==> src/rtl/rx_bit_controller.sv <==
// USB full-speed receive sequencer: bit-timing recovery, stuff-bit removal,
// SYNC checking and byte framing for the RX shift register and FIFO.
module rx_bit_controller #(
    parameter int CLKS_PER_BIT = 8,
    parameter int SAMPLE_PT    = 3,
    parameter int STUFF_LIMIT  = 6
) (
    input  logic clk,
    input  logic n_rst,
    input  logic d_edge,
    input  logic d_orig,
    input  logic eop,
    output logic shift_enable,
    output logic byte_received,
    output logic rcving,
    output logic eop_done,
    output logic rx_error
);

    // state    | meaning
    // IDLE     | bus idle (J), waiting for the first transition
    // SYNC     | checking the 00000001 SYNC field
    // RECEIVE  | shifting data bits, framing bytes
    // EOP_WAIT | clean EOP seen, waiting for SE0 to end
    // ERR      | error, waiting for SE0 to come and go
    typedef enum logic [2:0] {IDLE, SYNC, RECEIVE, EOP_WAIT, ERR} state_t;

    localparam int PW = (CLKS_PER_BIT > 1) ? $clog2(CLKS_PER_BIT) : 1;
    localparam int OW = $clog2(STUFF_LIMIT + 1);
    localparam logic [PW-1:0] SAMPLE_V = PW'(SAMPLE_PT);
    localparam logic [PW-1:0] LAST_V   = PW'(CLKS_PER_BIT - 1);
    localparam logic [OW-1:0] STUFF_V  = OW'(STUFF_LIMIT);

    state_t        state;
    logic [PW-1:0] phase;
    logic [PW-1:0] next_phase;
    logic [2:0]    bit_cnt;
    logic [OW-1:0] ones;
    logic          byte_flag;
    logic          eop_flag;
    logic          err_flag;
    logic          eop_seen;
    logic          sample;
    logic          stuff_bit;
    logic          sync_bit;

    assign next_phase = (phase == LAST_V) ? '0 : phase + 1'b1;
    assign sample     = (phase == SAMPLE_V) && ((state == SYNC) || (state == RECEIVE));
    assign stuff_bit  = (ones == STUFF_V);
    assign sync_bit   = (bit_cnt == 3'd7);

    assign shift_enable  = sample && (state == RECEIVE) && !eop && !stuff_bit;
    assign byte_received = byte_flag;
    assign eop_done      = eop_flag;
    assign rx_error      = err_flag;
    assign rcving        = (state == SYNC) || (state == RECEIVE) || (state == EOP_WAIT);

    always_ff @(posedge clk or negedge n_rst) begin
        if (!n_rst) begin
            state     <= IDLE;
            phase     <= '0;
            bit_cnt   <= '0;
            ones      <= '0;
            byte_flag <= 1'b0;
            eop_flag  <= 1'b0;
            err_flag  <= 1'b0;
            eop_seen  <= 1'b0;
        end else begin
            byte_flag <= 1'b0;
            eop_flag  <= 1'b0;
            // an edge realigns the bit clock; a coincident sample still uses the old phase
            if (state != IDLE)
                phase <= d_edge ? '0 : next_phase;

            case (state)
                IDLE: begin
                    if (d_edge) begin
                        state    <= SYNC;
                        phase    <= '0;
                        bit_cnt  <= '0;
                        ones     <= '0;
                        err_flag <= 1'b0;
                    end
                end

                SYNC: begin
                    if (sample) begin
                        if (eop) begin
                            state    <= ERR;
                            err_flag <= 1'b1;
                            eop_seen <= 1'b1;
                        end else if (stuff_bit) begin
                            ones <= '0;
                            if (d_orig) begin
                                state    <= ERR;
                                err_flag <= 1'b1;
                                eop_seen <= 1'b0;
                            end
                        end else begin
                            ones <= d_orig ? ones + 1'b1 : '0;
                            if (d_orig != sync_bit) begin
                                state    <= ERR;
                                err_flag <= 1'b1;
                                eop_seen <= 1'b0;
                            end else if (sync_bit) begin
                                state   <= RECEIVE;
                                bit_cnt <= '0;
                            end else begin
                                bit_cnt <= bit_cnt + 3'd1;
                            end
                        end
                    end
                end

                RECEIVE: begin
                    if (sample) begin
                        if (eop) begin
                            if (bit_cnt == 3'd0) begin
                                state    <= EOP_WAIT;
                                eop_flag <= 1'b1;
                            end else begin
                                state    <= ERR;
                                err_flag <= 1'b1;
                                eop_seen <= 1'b1;
                            end
                        end else if (stuff_bit) begin
                            ones <= '0;
                            if (d_orig) begin
                                state    <= ERR;
                                err_flag <= 1'b1;
                                eop_seen <= 1'b0;
                            end
                        end else begin
                            ones    <= d_orig ? ones + 1'b1 : '0;
                            bit_cnt <= bit_cnt + 3'd1;
                            if (bit_cnt == 3'd7)
                                byte_flag <= 1'b1;
                        end
                    end
                end

                EOP_WAIT: begin
                    if (!eop)
                        state <= IDLE;
                end

                ERR: begin
                    if (eop)
                        eop_seen <= 1'b1;
                    else if (eop_seen)
                        state <= IDLE;
                end

                default: state <= IDLE;
            endcase
        end
    end

endmodule
==> config.mk <==
export PLATFORM = sky130hd
export DESIGN_NAME = rx_bit_controller
export DESIGN_NICKNAME = d
export VERILOG_FILES = /design/src/rtl/rx_bit_controller.sv
export SDC_FILE = /design/constraint.sdc
export NUM_CORES = 1
export LEC_CHECK = 0
export CAP_MARGIN = 20
export CORE_MARGIN = 2
export CORE_UTILIZATION = 55
export CTS_CLUSTER_DIAMETER = 200
export DETAILED_ROUTE_END_ITERATION = 10
export PLACE_DENSITY = 0.77
export SLEW_MARGIN = 5
export SYNTH_ARGS = -nofsm -noshare
export SYNTH_HDL_FRONTEND = slang
export SYNTH_SLANG_ARGS = --single-unit
export TNS_END_PERCENT = 5
==> constraint.sdc <==
create_clock -name clk -period 6.2 [get_ports clk]
set_clock_uncertainty 0.15 [all_clocks]
set_input_delay 1.24 -clock clk [delete_from_list [all_inputs] [get_ports clk]]
set_output_delay 1.24 -clock clk [all_outputs]
set_load 0.02 [all_outputs]
==> results.sh, run 1 <==
export IMPL_grt_pass1_wl_um=3800
export IMPL_ios=10
export IMPL_dp_hpwl_um=1590
export IMPL_path_buf_inv=2
export IMPL_place_port_buffers=9
export IMPL_yosysUniqueCellTypes=42
export IMPL_root_buffer="clkbuf_4"
export IMPL_post_cts_resized=0
export IMPL_worst_pin_slew_ps=747
export IMPL_htree_levels=1
export IMPL_hold_end="ones[2]$_DFFE_PN0P_"
export IMPL_hold_path_depth=1
export IMPL_core_mm2=0.00194
export IMPL_fin_tns_setup_ps=0
export IMPL_grt_pass1_vias=885
export IMPL_dieArea_mm2=0.00243
export IMPL_clkSlewWorstSetupHoldPaths_ps=100
export IMPL_grt_remaining_overflow=0
export IMPL_setup_viol=0
export IMPL_grt_max_degree=19
export IMPL_rsz0062_at_grt="false"
export IMPL_report_final_hold_viol_count=0
export IMPL_area_delta_synth_final_pct=11.4
export IMPL_routabilityCongestion=0.913
export IMPL_outcome="finished clean"
export IMPL_async_flop_share=1.00
export IMPL_holdCritPathClass="flip-flop to flip-flop"
export IMPL_startpoint_type="primary input"
export IMPL_fin_cells=157
export IMPL_drv_cap=0
export IMPL_seq_area_frac_synth=0.355
export IMPL_crit_chain="clkdlybuf4s50_1 > nor3_1 > clkdlybuf4s50_1"
export IMPL_relSlewSlack=0.500
export IMPL_cts_buffers=3
export IMPL_clock_sinks=16
export IMPL_max_freq_mhz=237
export IMPL_cp_top_family="buffers and inverters"
export IMPL_wl_per_cell_um=13.7
export IMPL_synth_edf_count=0
export IMPL_min_from="ones[2]$_DFFE_PN0P_"
export IMPL_ys_top_cells_by_count="16 x dfrtp_1, 12 x nor2_1, 8 x ha_1, 8 x nand2_1, 7 x a21oi_1"
export IMPL_fin_nets=144
export IMPL_cts_path_max_buffers=2
export IMPL_arrival_ps=2830
export IMPL_antenna_found_initial=0
export IMPL_required_ps=4810
export IMPL_crit_type="primary input to primary output"
export IMPL_path_common_cell="clkdlybuf4s50_1"
export IMPL_drt_antenna_violating_nets=0
export IMPL_reg2reg_from="bit_cnt[0]$_DFFE_PN0P_"
export IMPL_slowest_delay_ps=640
export IMPL_start_util=0.581
export IMPL_vdd_drop_max_mv=0.218
export IMPL_post_cts_buffers=0
export IMPL_synth_top_cell_by_area="dfrtp_1"
export IMPL_die_h_um=49.3
export IMPL_firstDrtPassIters=4
export IMPL_cp_slowest_cell="clkdlybuf4s50_1"
export IMPL_finalMaxSlewViolations=0
export IMPL_num_rows=16
export IMPL_yosys_warnings=0
export IMPL_fin_crit_sh=0.681
export IMPL_timing_rr_end="bit_cnt[0]$_DFFE_PN0P_"
export IMPL_crit_path_end_kind="primary output"
export IMPL_synth_area_leaders="dfrtp_1 36%, ha_1 8.9%, nor2_1 4.0%"
export IMPL_critPathLaunch="eop"
export IMPL_initialDrtViolationCount=18
export IMPL_multi_input_area_um2=673
export IMPL_wirelength_um=2160
export IMPL_syn_cell_area_mm2=0.00113
export IMPL_synth_seq_cells=16
export IMPL_r2r_cells=6
export IMPL_synth_most_common_cell="dfrtp_1"
export IMPL_drive_above_1_share=0.0692
export IMPL_vias=905
export IMPL_synth_area_per_cell_um2=9.09
export IMPL_syn_nets=137
export IMPL_antennaDiodeCount=0
export IMPL_cp_max_fo=14
export IMPL_powerDensity_mw_per_mm2=448
export IMPL_numPlacedInstances=153
export IMPL_period_minus_slack_ps=4220
export IMPL_drc=0
export IMPL_cts_hold_fix_buffers=0
export IMPL_fillers=183
export IMPL_worst_r2r_setup_slack_ps=3950
export IMPL_die_w_um=49.3
export IMPL_synthFlopType="dfrtp_1"
export IMPL_synth_top_area_share=0.355
export IMPL_via_per_inst=5.76
export IMPL_seqCellArea_um2=400
export IMPL_grt_usage=0.203
export IMPL_syn_inst=124
export IMPL_p_leak_uw=0.000531
export IMPL_cts_tree="yes"
export IMPL_clkLatencyLatePin_ps=290
how the worst max path moves through the flow:
| stage | slack [ps] | cells past startpoint | endpoint |
|---|---|---|---|
| finish | 1980 | 3 | shift_enable |
| global route | 1910 | 3 | shift_enable |
| CTS | 1990 | 3 | shift_enable |
| detailed placement | 1990 | 3 | shift_enable |
| global placement | 2010 | 3 | shift_enable |
| floorplan | 2840 | 2 | shift_enable |
per-layer routing:
layer / up-vias / GRT usage / share of wire
li1: 463 / - / -
met1: 424 / 0.263 / 0.49
met2: 14 / 0.340 / 0.47
met3: 4 / 0.0215 / 0.026
met4: 0 / 0.0857 / 0.016
met5: - / 0 / 0
where the power goes:
group	switching, uW	leakage [uW]	internal (uW)
clock	34.6	0.0000210	35.8
sequential	57.5	0.000212	140
combinational	157	0.000298	138
worst reg2reg max path, cell delays in order (launching register included):
cell       delay [ps]
dfrtp_1           410
ha_1              210
ha_1              230
xor2_1            180
o21a_1            210
a2111oi_4         410
mux2_4            340
flip-flops by register name, indices dropped and copies added (netlist names):
| signal | cells |
|---|---|
| state | 3 |
| eop_seen | 1 |
| rx_error | 1 |
| eop_done | 1 |
| ones | 3 |
| byte_received | 1 |
| bit_cnt | 3 |
| phase | 3 |
per-stage QoR:
stage / power [uW] / worst slack [ps] / util / hold slack [ps] / cell area [um^2]
3_3_place_gp: 483 / 2010 / 0.628 / 330 / 1220
6_report: 562 / 1980 / 0.647 / 354 / 1260
3_5_place_dp: 490 / 1990 / 0.628 / 334 / 1220
4_1_cts: 564 / 1990 / 0.647 / 353 / 1260
5_1_grt: 613 / 1910 / 0.647 / 389 / 1260
2_1_floorplan: 425 / 2840 / - / 311 / 1130
area by class of cell:
| type | count | area share |
|---|---|---|
| inverter | 6 | 0.0179 |
| multi-input combinational | 95 | 0.536 |
| sequential | 16 | 0.319 |
| tap | 27 | 0.0269 |
| timing repair buffer | 9 | 0.0717 |
| clock buffer | 4 | 0.0289 |
logic make-up after synthesis:
family / count (synthesis) / synth area share
AOI/OAI and AO/OA: 29 / 0.194
xor gates and xnor gates: 2 / 0.0222
muxes: 4 / 0.0411
and+or+nand+nor: 52 / 0.251
DFF: 16 / 0.355
buffers and inverters: 13 / 0.0477
adders and majority gates: 8 / 0.0888
layout by cell type (no fill, tap or decap), drive strengths merged, types with 2 or more instances in the layout:
master	Yosys	final
dfrtp	16	16
nor2	13	13
clkdlybuf4s50	0	9
nand2	8	8
ha	8	8
a21oi	7	7
inv	6	6
nor3	5	5
nand3	5	5
o21ai	5	5
o211ai	4	4
clkbuf	3	4
nor2b	3	3
and3	3	3
nand2b	3	3
nor3b	3	3
nand3b	2	2
o32ai	2	2
o31ai	2	2
mux2i	2	2
o32a	2	2
xor2	2	2
mux2	2	2
(Power assumes the default switching activity.)
==> inputs of run 2 (changes only) <==
Clock period 6.2 ns to 4.2 ns, I/O delays scaled along.
==> results.sh, run 2 (synthesis gave the netlist of run 1 again) <==
export IMPL_outcome="finished clean"
export IMPL_cts_path_max_buffers=2
export IMPL_die_w_um=49.3
export IMPL_htree_levels=1
export IMPL_clkSlewWorstSetupHoldPaths_ps=100
export IMPL_grt_pass1_vias=865
export IMPL_p_leak_uw=0.000531
export IMPL_rsz0062_at_grt="false"
export IMPL_worst_pin_slew_ps=741
export IMPL_drc=0
export IMPL_drive_above_1_share=0.0692
export IMPL_num_rows=16
export IMPL_relSlewSlack=0.505
export IMPL_post_cts_resized=0
export IMPL_post_cts_buffers=0
export IMPL_crit_path_end_kind="primary output"
export IMPL_vdd_drop_max_mv=0.338
export IMPL_path_buf_inv=2
export IMPL_cts_hold_fix_buffers=0
export IMPL_place_port_buffers=9
export IMPL_start_util=0.581
export IMPL_timing_hold_ws_ps=348
export IMPL_final_common_cell="dfrtp_1"
export IMPL_path_common_cell="clkdlybuf4s50_1"
export IMPL_via_per_inst=5.91
export IMPL_wirelength_um=2120
export IMPL_final_cell_mix="16 x dfrtp_1, 12 x nor2_1, 9 x clkdlybuf4s50_1, 8 x nand2_1, 8 x ha_1"
export IMPL_clkLatencyLatePin_ps=290
export IMPL_die_h_um=49.3
export IMPL_core_mm2=0.00194
export IMPL_setup_viol=0
export IMPL_cp_slowest_cell="clkdlybuf4s50_1"
export IMPL_antenna_found_initial=0
export IMPL_firstDrtPassIters=4
export IMPL_grt_usage=0.201
export IMPL_routabilityCongestion=0.914
export IMPL_fin_tns_setup_ps=0
export IMPL_cts_buffers=3
export IMPL_slowest_delay_ps=640
export IMPL_startpoint_type="primary input"
export IMPL_drt_antenna_violating_nets=0
export IMPL_report_final_hold_viol_count=0
export IMPL_finalMaxSlewViolations=0
export IMPL_crit_chain="clkdlybuf4s50_1 > nor3_1 > clkdlybuf4s50_1"
export IMPL_drv_cap=0
export IMPL_arrival_ps=2420
export IMPL_p_total_uw=828
export IMPL_max_freq_mhz=293
export IMPL_grt_max_degree=19
export IMPL_initialDrtViolationCount=26
export IMPL_antennaDiodeCount=0
export IMPL_grt_remaining_overflow=0
export IMPL_cts_tree="yes"
export IMPL_vias=928
export IMPL_dieArea_mm2=0.00243
export IMPL_cp_top_family="buffers and inverters"
export IMPL_required_ps=3210
export IMPL_ios=10
export IMPL_wl_per_cell_um=13.5
export IMPL_holdCritPathClass="flip-flop to flip-flop"
export IMPL_fin_nets=144
export IMPL_clock_sinks=16
export IMPL_powerDensity_mw_per_mm2=659
export IMPL_period_minus_slack_ps=3410
export IMPL_cp_max_fo=14
export IMPL_dp_hpwl_um=1550
export IMPL_crit_type="primary input to primary output"
export IMPL_area_delta_synth_final_pct=11.4
export IMPL_grt_pass1_wl_um=3790
export IMPL_root_buffer="clkbuf_4"
export IMPL_fin_crit_sh=0.812
run 2: final cells by class:
type / instances / area, um^2
inverters: 6 / 22.5
multi-input cells: 95 / 673
repair buffers: 9 / 90.1
fillers: 173 / 686
well taps: 27 / 33.8
clock buffers: 4 / 36.3
flip-flops and latches: 16 / 400
run 2: power breakdown:
part,internal (uW),total [uW],switching [uW]
clock network,52.9,104,50.7
logic,203,436,232
registers,206,289,82.9
run 2: metal layers:
layer	share of wire	vias up	global-route usage
met5	0	-	0
met4	0.024	0	0.100
met3	0.051	6	0.0245
met2	0.46	27	0.329
met1	0.46	431	0.260
li1	-	464	-
run 2: path summary, 6_finish.rpt:
check                                            start                      to  slack (ps)  cells past startpoint
worst max register to register  bit_cnt[0]$_DFFE_PN0P_  bit_cnt[0]$_DFFE_PN0P_        1960                      6
min in group asynchronous                        n_rst     ones[2]$_DFFE_PN0P_         820                      1
worst min register to register     ones[2]$_DFFE_PN0P_     ones[2]$_DFFE_PN0P_         350                      1
worst min-delay path               ones[2]$_DFFE_PN0P_     ones[2]$_DFFE_PN0P_         350                      1
max in group asynchronous                        n_rst    state[2]$_DFFE_PN0P_        2610                      1
worst max-delay path                               eop            shift_enable         790                      3
run 2: stage by stage:
stage	std cells	utilization	setup WS [ps]	cell area (um^2)
final	157	0.647	788	1260
after global routing	157	0.647	704	1260
after CTS	157	0.647	780	1260
after detailed placement	153	0.628	775	1220
after global placement	153	0.628	811	1220
after floorplan	124	-	1640	1130
